## src/rtl/batcharger_pkg.sv

```systemverilog
`default_nettype none
// ============================================================================
//  Module      : batcharger_pkg
//  Description : Shared constants and the state encoding for the BATCHARGER
//                charge sequencer.
//  Revision    : 1.0 - initial release
// ============================================================================
package batcharger_pkg;

  // Default widths and debounce depth
  localparam int c_DW_DEF   = 10;
  localparam int c_CW_DEF   = 8;
  localparam int c_TW_DEF   = 16;
  localparam int c_DEB_DEF  = 4;

  // Width of the state_o port
  localparam int c_STATE_W  = 3;

  // Charge sequencer states; the numeric values are visible on state_o
  typedef enum logic [c_STATE_W-1:0] {
    IDLE  = 3'd0,
    TC    = 3'd1,
    CC    = 3'd2,
    CV    = 3'd3,
    DONE  = 3'd4,
    FAULT = 3'd5
  } state_t;

endpackage
`default_nettype wire

```

## src/rtl/batcharger_timer.sv

```systemverilog
`default_nettype none
// ============================================================================
//  Module      : batcharger_timer
//  Description : Saturating tick counter with synchronous clear and an expiry
//                compare against a programmable limit (0 = never expires).
//  Revision    : 1.0 - initial release
// ============================================================================
module batcharger_timer #(
  parameter int TW = 16
) (
  input  logic          clk,
  input  logic          rst,
  input  logic          i_clr,
  input  logic          i_tick,
  input  logic [TW-1:0] i_tmax,
  output logic          o_expired
);

  logic [TW-1:0] r_cnt;
  logic [TW-1:0] w_cnt_inc;

  // Count value after this cycle's tick, saturating at all-ones
  always_comb begin
    w_cnt_inc = r_cnt;
    if (i_tick && (r_cnt != '1)) begin
      w_cnt_inc = r_cnt + 1'b1;
    end
  end

  // Expiry looks at the post-tick value so the sequencer can leave on the
  // same edge the counter reaches the limit. It deliberately ignores i_clr:
  // clear is only raised when the sequencer does not act on expiry, and
  // leaving it out keeps expiry free of a path back through the next state.
  assign o_expired = (i_tmax != '0) && (w_cnt_inc == i_tmax);

  // Counter register with clear taking precedence over counting
  always_ff @(posedge clk) begin
    if (rst || i_clr) begin
      r_cnt <= '0;
    end else begin
      r_cnt <= w_cnt_inc;
    end
  end

endmodule
`default_nettype wire

```

## src/rtl/batcharger_ctrl_seq.sv

```systemverilog
`default_nettype none
// ============================================================================
//  Module      : batcharger_ctrl_seq
//  Description : Charge sequencer for the BATCHARGER power block. Walks
//                trickle -> constant-current -> constant-voltage -> done from
//                debounced ADC samples, with charge timeout, over-voltage
//                fault and automatic recharge. Outputs are registered and
//                decoded from the next state.
//  Revision    : 1.0 - initial release
// ============================================================================
module batcharger_ctrl_seq
  import batcharger_pkg::*;
#(
  parameter int DW  = c_DW_DEF,
  parameter int CW  = c_CW_DEF,
  parameter int TW  = c_TW_DEF,
  parameter int DEB = c_DEB_DEF
) (
  input  logic                 clk,
  input  logic                 rst,
  input  logic                 en,
  input  logic                 tick,
  input  logic [DW-1:0]        vbat,
  input  logic [DW-1:0]        ibat,
  input  logic                 smp_valid,
  input  logic [DW-1:0]        vtok,
  input  logic [DW-1:0]        vcutoff,
  input  logic [DW-1:0]        vpreset,
  input  logic [DW-1:0]        vovp,
  input  logic [DW-1:0]        iend,
  input  logic [TW-1:0]        tmax,
  input  logic [CW-1:0]        icc_cfg,
  input  logic [CW-1:0]        itc_cfg,
  input  logic [CW-1:0]        vcv_cfg,
  output logic                 en_o,
  output logic                 cc_o,
  output logic                 tc_o,
  output logic                 cv_o,
  output logic [CW-1:0]        icc_o,
  output logic [CW-1:0]        itc_o,
  output logic [CW-1:0]        vcv_o,
  output logic [c_STATE_W-1:0] state_o,
  output logic                 done_o,
  output logic                 fault_o
);

  localparam int                c_DEBW    = $clog2(DEB + 1);
  localparam logic [c_DEBW-1:0] c_DEB_MAX = c_DEBW'(DEB);

  state_t            r_state;
  state_t            w_nxt;
  logic [c_DEBW-1:0] r_deb;
  logic [c_DEBW-1:0] w_deb_cnt;
  logic              w_cond;
  logic              w_active;
  logic              w_ovp;
  logic              w_tmo;
  logic              w_deb_hit;
  logic              w_expired;
  logic              w_tmr_clr;
  logic              w_en_nxt;

  logic              r_en, r_cc, r_tc, r_cv, r_done, r_fault;
  logic [CW-1:0]     r_icc, r_itc, r_vcv;

  // Per-state threshold condition that the debounce counter qualifies
  always_comb begin
    w_cond = 1'b0;
    unique case (r_state)
      TC:      w_cond = (vbat >= vtok);
      CC:      w_cond = (vbat >= vcutoff);
      CV:      w_cond = (ibat <  iend);
      DONE:    w_cond = (vbat <  vpreset);
      default: w_cond = 1'b0;
    endcase
  end

  assign w_active = (r_state == TC) || (r_state == CC) || (r_state == CV);
  assign w_ovp    = w_active && smp_valid && (vbat >= vovp);
  assign w_tmo    = w_active && w_expired;

  // Debounce count after this cycle's sample: hold, clear or saturating step
  always_comb begin
    if (!smp_valid) begin
      w_deb_cnt = r_deb;
    end else if (!w_cond) begin
      w_deb_cnt = '0;
    end else if (r_deb == c_DEB_MAX) begin
      w_deb_cnt = r_deb;
    end else begin
      w_deb_cnt = r_deb + 1'b1;
    end
  end

  // Fires on the edge where the DEB-th consecutive qualifying sample lands
  assign w_deb_hit = smp_valid && w_cond && (w_deb_cnt == c_DEB_MAX);

  // Next-state selection: disable, then OVP, then timeout, then thresholds
  always_comb begin
    w_nxt = r_state;
    if (!en) begin
      w_nxt = IDLE;
    end else begin
      unique case (r_state)
        IDLE: begin
          if (smp_valid) begin
            if (vbat < vtok)         w_nxt = TC;
            else if (vbat < vcutoff) w_nxt = CC;
            else                     w_nxt = CV;
          end
        end
        TC: begin
          if (w_ovp || w_tmo)  w_nxt = FAULT;
          else if (w_deb_hit)  w_nxt = CC;
        end
        CC: begin
          if (w_ovp || w_tmo)  w_nxt = FAULT;
          else if (w_deb_hit)  w_nxt = CV;
        end
        CV: begin
          if (w_ovp)                   w_nxt = FAULT;
          else if (w_tmo || w_deb_hit) w_nxt = DONE;
        end
        DONE: begin
          if (w_deb_hit)       w_nxt = CC;
        end
        FAULT:   w_nxt = FAULT;
        default: w_nxt = IDLE;
      endcase
    end
  end

  // Timer restarts for a fresh charge (leaving IDLE, recharge from DONE) and
  // is held at zero while idle; it runs through TC -> CC -> CV unbroken.
  assign w_tmr_clr = (w_nxt == IDLE) || (r_state == IDLE) ||
                     ((r_state == DONE) && (w_nxt == CC));

  batcharger_timer #(
    .TW (TW)
  ) u_timer (
    .clk       (clk),
    .rst       (rst),
    .i_clr     (w_tmr_clr),
    .i_tick    (tick && w_active),
    .i_tmax    (tmax),
    .o_expired (w_expired)
  );

  assign w_en_nxt = (w_nxt == TC) || (w_nxt == CC) || (w_nxt == CV);

  // State, debounce counter and output registers decoded from the next state
  always_ff @(posedge clk) begin
    if (rst) begin
      r_state <= IDLE;
      r_deb   <= '0;
      r_en    <= 1'b0;
      r_cc    <= 1'b0;
      r_tc    <= 1'b0;
      r_cv    <= 1'b0;
      r_done  <= 1'b0;
      r_fault <= 1'b0;
      r_icc   <= '0;
      r_itc   <= '0;
      r_vcv   <= '0;
    end else begin
      r_state <= w_nxt;
      r_deb   <= (w_nxt != r_state) ? '0 : w_deb_cnt;
      r_en    <= w_en_nxt;
      r_cc    <= (w_nxt == CC);
      r_tc    <= (w_nxt == TC);
      r_cv    <= (w_nxt == CV);
      r_done  <= (w_nxt == DONE);
      r_fault <= (w_nxt == FAULT);
      r_icc   <= w_en_nxt ? icc_cfg : '0;
      r_itc   <= w_en_nxt ? itc_cfg : '0;
      r_vcv   <= w_en_nxt ? vcv_cfg : '0;
    end
  end

  assign state_o = r_state;
  assign en_o    = r_en;
  assign cc_o    = r_cc;
  assign tc_o    = r_tc;
  assign cv_o    = r_cv;
  assign done_o  = r_done;
  assign fault_o = r_fault;
  assign icc_o   = r_icc;
  assign itc_o   = r_itc;
  assign vcv_o   = r_vcv;

endmodule
`default_nettype wire
```

## config.mk

```make
export PLATFORM = sky130hd
export DESIGN_NAME = batcharger_ctrl_seq
export DESIGN_NICKNAME = d
export VERILOG_FILES = /design/src/rtl/batcharger_pkg.sv /design/src/rtl/batcharger_timer.sv /design/src/rtl/batcharger_ctrl_seq.sv
export SDC_FILE = /design/constraint.sdc
export NUM_CORES = 1
export LEC_CHECK = 0
export ABC_AREA = 1
export CORE_ASPECT_RATIO = 0.6
export CORE_UTILIZATION = 35
export CTS_CLUSTER_DIAMETER = 200
export DETAILED_ROUTE_END_ITERATION = 10
export MAX_ROUTING_LAYER = met4
export PLACE_DENSITY_LB_ADDON = 0.15
export SYNTH_ARGS = -nofsm -noshare
export SYNTH_HDL_FRONTEND = slang
export SYNTH_HIERARCHICAL = 1
export SYNTH_SLANG_ARGS = --single-unit
```

## constraint.sdc

```tcl
create_clock -name clk -period 9.9 [get_ports clk]
set_input_delay 1.98 -clock clk [delete_from_list [all_inputs] [get_ports clk]]
set_output_delay 1.98 -clock clk [all_outputs]
set_load 0.01 [all_outputs]
```

After elaboration in Yosys (flattened, before gate mapping)
Index checks and enable logic that the tools add are counted.

cells by class
  order comparisons = 7
  reduce and logical (&&, ||, !) cells = 23
  add/sub/neg operators = 2
  mux-type cells = 16
  equality and inequality tests = 15
  bitwise operators = 1

operators by type and width
  cell                     count
  $lt A10 B10 Y1           4
  $mux W3                  11
  $ge A10 B10 Y1           3
  $eq A3 B3 Y1 const B     6
  $pmux W3 S6              1
  $add A16 B1 Y16 const B  1
  $eq A16 B16 Y1           1
  $mux W16                 1
  $ne A16 B16 Y1 const B   1
  $reduce_bool A16 Y1      1
  $eq A3 B2 Y1 const B     4
  $logic_and A1 B1 Y1      9
  $logic_or A1 B1 Y1       9
  $eq A3 B1 Y1 const B     2
  $logic_not A3 Y1         2
  $pmux W1 S4              1
  $reduce_or A2 Y1         2
  $add A3 B1 Y3 const B    1
  $ne A3 B3 Y1             1
  $mux W2                  1
  $mux W1                  1
  $not A1 Y1               1

word-level totals
  input bits = 115
  bits in registers = 52
  output and inout bits = 33
  word-level logic and storage cells = 76

Longest topological paths before layout
  word-level depth = 19
  mapped depth = 29
  depth with buffers taken out = 28

Modules after synthesis
The synthesis kept the hierarchy.

modules (own cells, without submodules)
  module               cells each  area an instance (sq um)  times used
  batcharger_ctrl_seq  416         2910.3                    1
  batcharger_timer     269         1521.5                    1

Worst setup path before layout
OpenSTA, ideal clock, no wires.

  path kind = input-to-reg
  start = input port tick
  end = register u_timer.r_cnt[0]
  library setup time = 0.071 ns
  required time = 9.829 ns
  setup slack = 5.195 ns
  cell stages on the path = 25
  buffers on the path = 3
  data arrival time = 4.634 ns
  cells stage by stage = nor3b_1 > buf_2 > nand2_1 > nor2_4 > nand3_1 > inv_1 > nand2_1 > nand3_1 > nand2_1 > nor2_1 > nand3_1 > nor2_2 > nand2_1 > nand2_1 > inv_1 > o21ai_0 > a21oi_2 > nand2_1 > nand2_2 > nand3_1 > nand3_1 > or2_2 > clkbuf_1 > clkbuf_1 > a21oi_1

on the way
  longest elaborated chain between the ends = 15
  elaborated cells between the ends (all ways) = 20
  classes of those cells = eq/ne: 2; mux: 7; reduce/logical: 11

RTL lines
  item                                                       line                                                    source
  start, declared                                            batcharger_ctrl_seq.sv:22                               input logic tick,
  $logic_and A1 B1 Y1 (*)                                    batcharger_ctrl_seq.sv:144                              .i_tick (tick && w_active),
  $logic_and A1 B1 Y1 (*)                                    batcharger_timer.sv:25                                  if (i_tick && (r_cnt != '1)) begin
  $mux W16 (*)                                               batcharger_timer.sv:25
  $eq A16 B16 Y1 (*)                                         batcharger_timer.sv:34                                  assign o_expired = (i_tmax != '0) && (w_cnt_inc == i_tmax);
  $logic_and A1 B1 Y1 (*)                                    batcharger_timer.sv:34
  via w_expired                                              batcharger_ctrl_seq.sv:59                               logic w_expired;
  $logic_and A1 B1 Y1 (*)                                    batcharger_ctrl_seq.sv:80                               assign w_tmo = w_active && w_expired;
  $logic_or A1 B1 Y1                                         batcharger_ctrl_seq.sv:122                              else if (w_tmo || w_deb_hit) w_nxt = DONE;
  $mux W3                                                    batcharger_ctrl_seq.sv:122
  $mux W3                                                    batcharger_ctrl_seq.sv:121                              if (w_ovp) w_nxt = FAULT;
  $pmux W3 S6 (*)                                            batcharger_ctrl_seq.sv:104                              unique case (r_state)
  $mux W3 (*)                                                batcharger_ctrl_seq.sv:101                              if (!en) begin
  $eq A3 B2 Y1 or $logic_not A3 Y1 (tied branches)           batcharger_ctrl_seq.sv:136, batcharger_ctrl_seq.sv:135
  $logic_and A1 B1 Y1 or $logic_or A1 B1 Y1 (tied branches)  batcharger_ctrl_seq.sv:136, batcharger_ctrl_seq.sv:135
  $logic_or A1 B1 Y1 (*)                                     batcharger_ctrl_seq.sv:135                              assign w_tmr_clr = (w_nxt == IDLE) || (r_state == IDLE) ||
  via w_tmr_clr                                              batcharger_ctrl_seq.sv:60                               logic w_tmr_clr;
  $logic_or A1 B1 Y1 (*)                                     batcharger_timer.sv:38                                  if (rst || i_clr) begin
  end signal, assigned                                       batcharger_timer.sv:41                                  r_cnt <= w_cnt_inc;
  end, declared                                              batcharger_timer.sv:19                                  logic [TW-1:0] r_cnt;

Mark *: on every way through the listed nets, which the timed path passes. The rest lies on a longest branch.
A chain may end at the register's enable or synchronous reset.

Worst setup path in the final report
  start = input port tick
  end = register u_timer.r_cnt[5]

Same word-level chain as after synthesis.

==> results.yml <==
clocking:
  cts.sinks: 52
  clockBufferDepth: 2
  cts_setup_buffers: 0
  cts_root_buffer: "clkbuf_16"
  clk_pin_slew_ns: 0.07
  htree_levels: 2
  ctsHoldBuffers: 0
  postCtsResizedCells: 0
  cts_tree: "built"
  clk_latency_ns: 0.30
  cts_buffers: 5
global_route:
  antenna_found_initial: 0
  grt_pass1_wl_mm: 20.34
  grt_pass1_vias: 4197
  grt.total_usage_pct: 20.76
  grt-ovfl-total: 0
  grt_start_max_net_pins: 25
detailed_routing:
  dr.pass1.iters: 5
  wirelength_mm: 12.65
  dr_total_vias: 4551
  first_iter_violations: 300
  post_drt_wl_per_cell_microns: 12.67
  routed_via_density: 4.560
  antenna_left: 0
  drc: 0
floorplanning:
  die_w_microns: 147.3
  core_sq_um: 12180
  start_util_pct: 36.39
  die_h_microns: 89.16
  dieArea_sq_um: 13130
  io_pins: 148
  row_count: 31
timing:
  finalCritPeriodShare_pct: 53.90
  finClkSkew_ns: 0.005882
  grt_setup_unrepaired: "no"
  timing.fmax_mhz: 187.4
  slew_headroom_pct: 52.88
  drv_slew: 0
  setup_violations: 0
  hold_viol_final: 0
  tns_ns: 0
  worst_slew_pin_slew_ns: 0.7003
  fin_crit_ns: 5.336
logic_synthesis:
  synth_area_per_cell_sq_um: 6.470
  syn_nets: 851
  ys_top_cells_by_area: "dfxtp_1, nand2_1, ha_1"
  synth_seq_area_share_pct: 23.49
  synthArstFlopShare_pct: 0
  syn_inst: 685
  synth_top_area_share_pct: 23.49
  yosys_register_bits: 52
  yosys.area.top_type: "dfxtp_1"
  synth-edff-count: 0
  syn_area_sq_um: 4432
  ys.flop_type: "dfxtp_1"
  yosysWarningCount: 6
  yosysUniqueCellTypes: 42
critical_path:
  cp.required_ns: 10.15
  startpoint_type: "input pin"
  cp.arrival_ns: 5.58
  reg2reg_depth: 24
  rrSetupSlack_ns: 6.08
  cp-startpoint: "tick"
  critPathKind: "input pin to flop"
  path_max_fanout: 16
  r2r-end: "u_timer/r_cnt[5]"
  endpoint_kind: "flop"
  worstReg2RegStart: "state_o[0]"
  crit_end: "u_timer/r_cnt[5]"
power:
  total_power_mw: 0.5504
  power.density_nw_per_um2: 88.83
  peakVddDrop_mv: 0.1060
  p_leak_nw: 3.107
place:
  globalplace.congestion: 0.9862
  dp_hpwl_mm: 10.65
  io_buffers: 147
run:
  drv_cap: 0
finish:
  final_common_cell: "nand2_1"
  fin_nets: 998
  most-common-layout-cells: "nand2_1, clkdlybuf4s50_1, inv_1"
  area_growth_pct: 39.81
  fillers: 1236
  n_antenna_cell: 0
  layout-drive-gt1-share_pct: 9.004
worst_hold_path:
  hp-class: "flop to flop"
  holdPathStages: 2
outcome:
  status: "finished, final reports clean"
## synth_stat cells (3+ instances only)
| master | n |
|---|---|
| nand2_4 | 3 |
| nand2_1 | 182 |
| ha_1 | 51 |
| o21ai_0 | 8 |
| nand4_1 | 12 |
| dfxtp_1 | 52 |
| nor4_1 | 5 |
| inv_2 | 6 |
| nor2_2 | 16 |
| a21oi_1 | 21 |
| nor2_4 | 16 |
| nand2_2 | 11 |
| nor2_1 | 57 |
| nand3_1 | 51 |
| nand3_2 | 5 |
| xor2_1 | 3 |
| inv_1 | 146 |
| nor3_1 | 6 |
## worst max-delay path, stage by stage
cell and delay (ns):
clkdlybuf4s50_1 0.45, nor3b_1 0.19, buf_4 0.21, nand2_1 0.17
nor2_4 0.16, nand3_1 0.13, inv_1 0.10, nand2_1 0.05
nand3_1 0.10, nand2_1 0.06, nor2_1 0.14, nand3_1 0.10
nor2_2 0.14, nand2_1 0.08, nand2_1 0.09, inv_1 0.08
o21ai_0 0.21, a21oi_2 0.04, nand2_1 0.09, nand2_2 0.09
nand3_1 0.12, nand3_1 0.08, or2_2 0.47, and3b_1 0.26
## worst min-delay path by stage
stage                     slack [ns]             start               end
after floorplan                 0.49  u_timer/r_cnt[1]  u_timer/r_cnt[1]
after global placement          0.52  u_timer/r_cnt[1]  u_timer/r_cnt[1]
after detailed placement        0.53  u_timer/r_cnt[1]  u_timer/r_cnt[1]
after CTS                       0.54  u_timer/r_cnt[1]  u_timer/r_cnt[1]
after global routing            0.57  u_timer/r_cnt[1]  u_timer/r_cnt[1]
final                           0.54  u_timer/r_cnt[1]  u_timer/r_cnt[1]
## metrics by stage
step | std cells | util, % | area (sq um) | hold slack, ns | setup slack, ns
6_report | 998 | 50.87 | 6196 | 0.5380 | 4.564
5_1_grt | 998 | 50.87 | 6196 | 0.5682 | 4.265
4_1_cts | 998 | 50.87 | 6196 | 0.5377 | 4.581
3_5_place_dp | 990 | 49.67 | 6050 | 0.5269 | 4.284
3_3_place_gp | 990 | 49.67 | 6050 | 0.5196 | 4.360
2_1_floorplan | 685 | - | 4432 | 0.4867 | 5.195
## registers in the layout (all words and copies together), names as in the netlist, 3 cells and up
register	flops
r_deb	3
vcv_o	8
itc_o	8
state_o	3
icc_o	8
u_timer/r_cnt	16
## area by class of cell
cell class              count  area [sq um]  share of cell area (%)
multi-input cells         470          2739                   44.20
repair buffers            148          1479                   23.87
flip-flops and latches     52          1041                   16.80
inverters                 155         584.3                   9.431
well taps                 165         206.4                   3.332
clock buffers               5         125.1                   2.019
clock inverters             3         21.27                  0.3433
## layer usage
| layer | vias to the layer above | routed length (microns) | GRT usage, % |
|---|---|---|---|
| li1 | 2400 | - | - |
| met1 | 1989 | 6789 | 29.60 |
| met2 | 157 | 4759 | 29.03 |
| met3 | 5 | 1026 | 5.918 |
| met4 | 0 | 72 | 2.999 |
| met5 | - | 0 | - |
## power breakdown
| group | internal, mW | switching, mW |
|---|---|---|
| logic | 0.0801 | 0.0730 |
| registers | 0.215 | 0.00236 |
| clock network | 0.0945 | 0.0857 |
## logic make-up (layout without fill, tap and decap cells)
logic type                 Yosys count  after routing  synth area share, %
AOI/OAI and AO/OA                   41             41                5.759
xor gates and xnor gates             5              5               0.9883
adders and majority gates           51             51                14.40
buffers and inverters              163            311                14.71
DFF                                 52             52                23.49
and+or+nand+nor                    373            373                40.66
No activity file was read; power rests on OpenSTA's default activity.
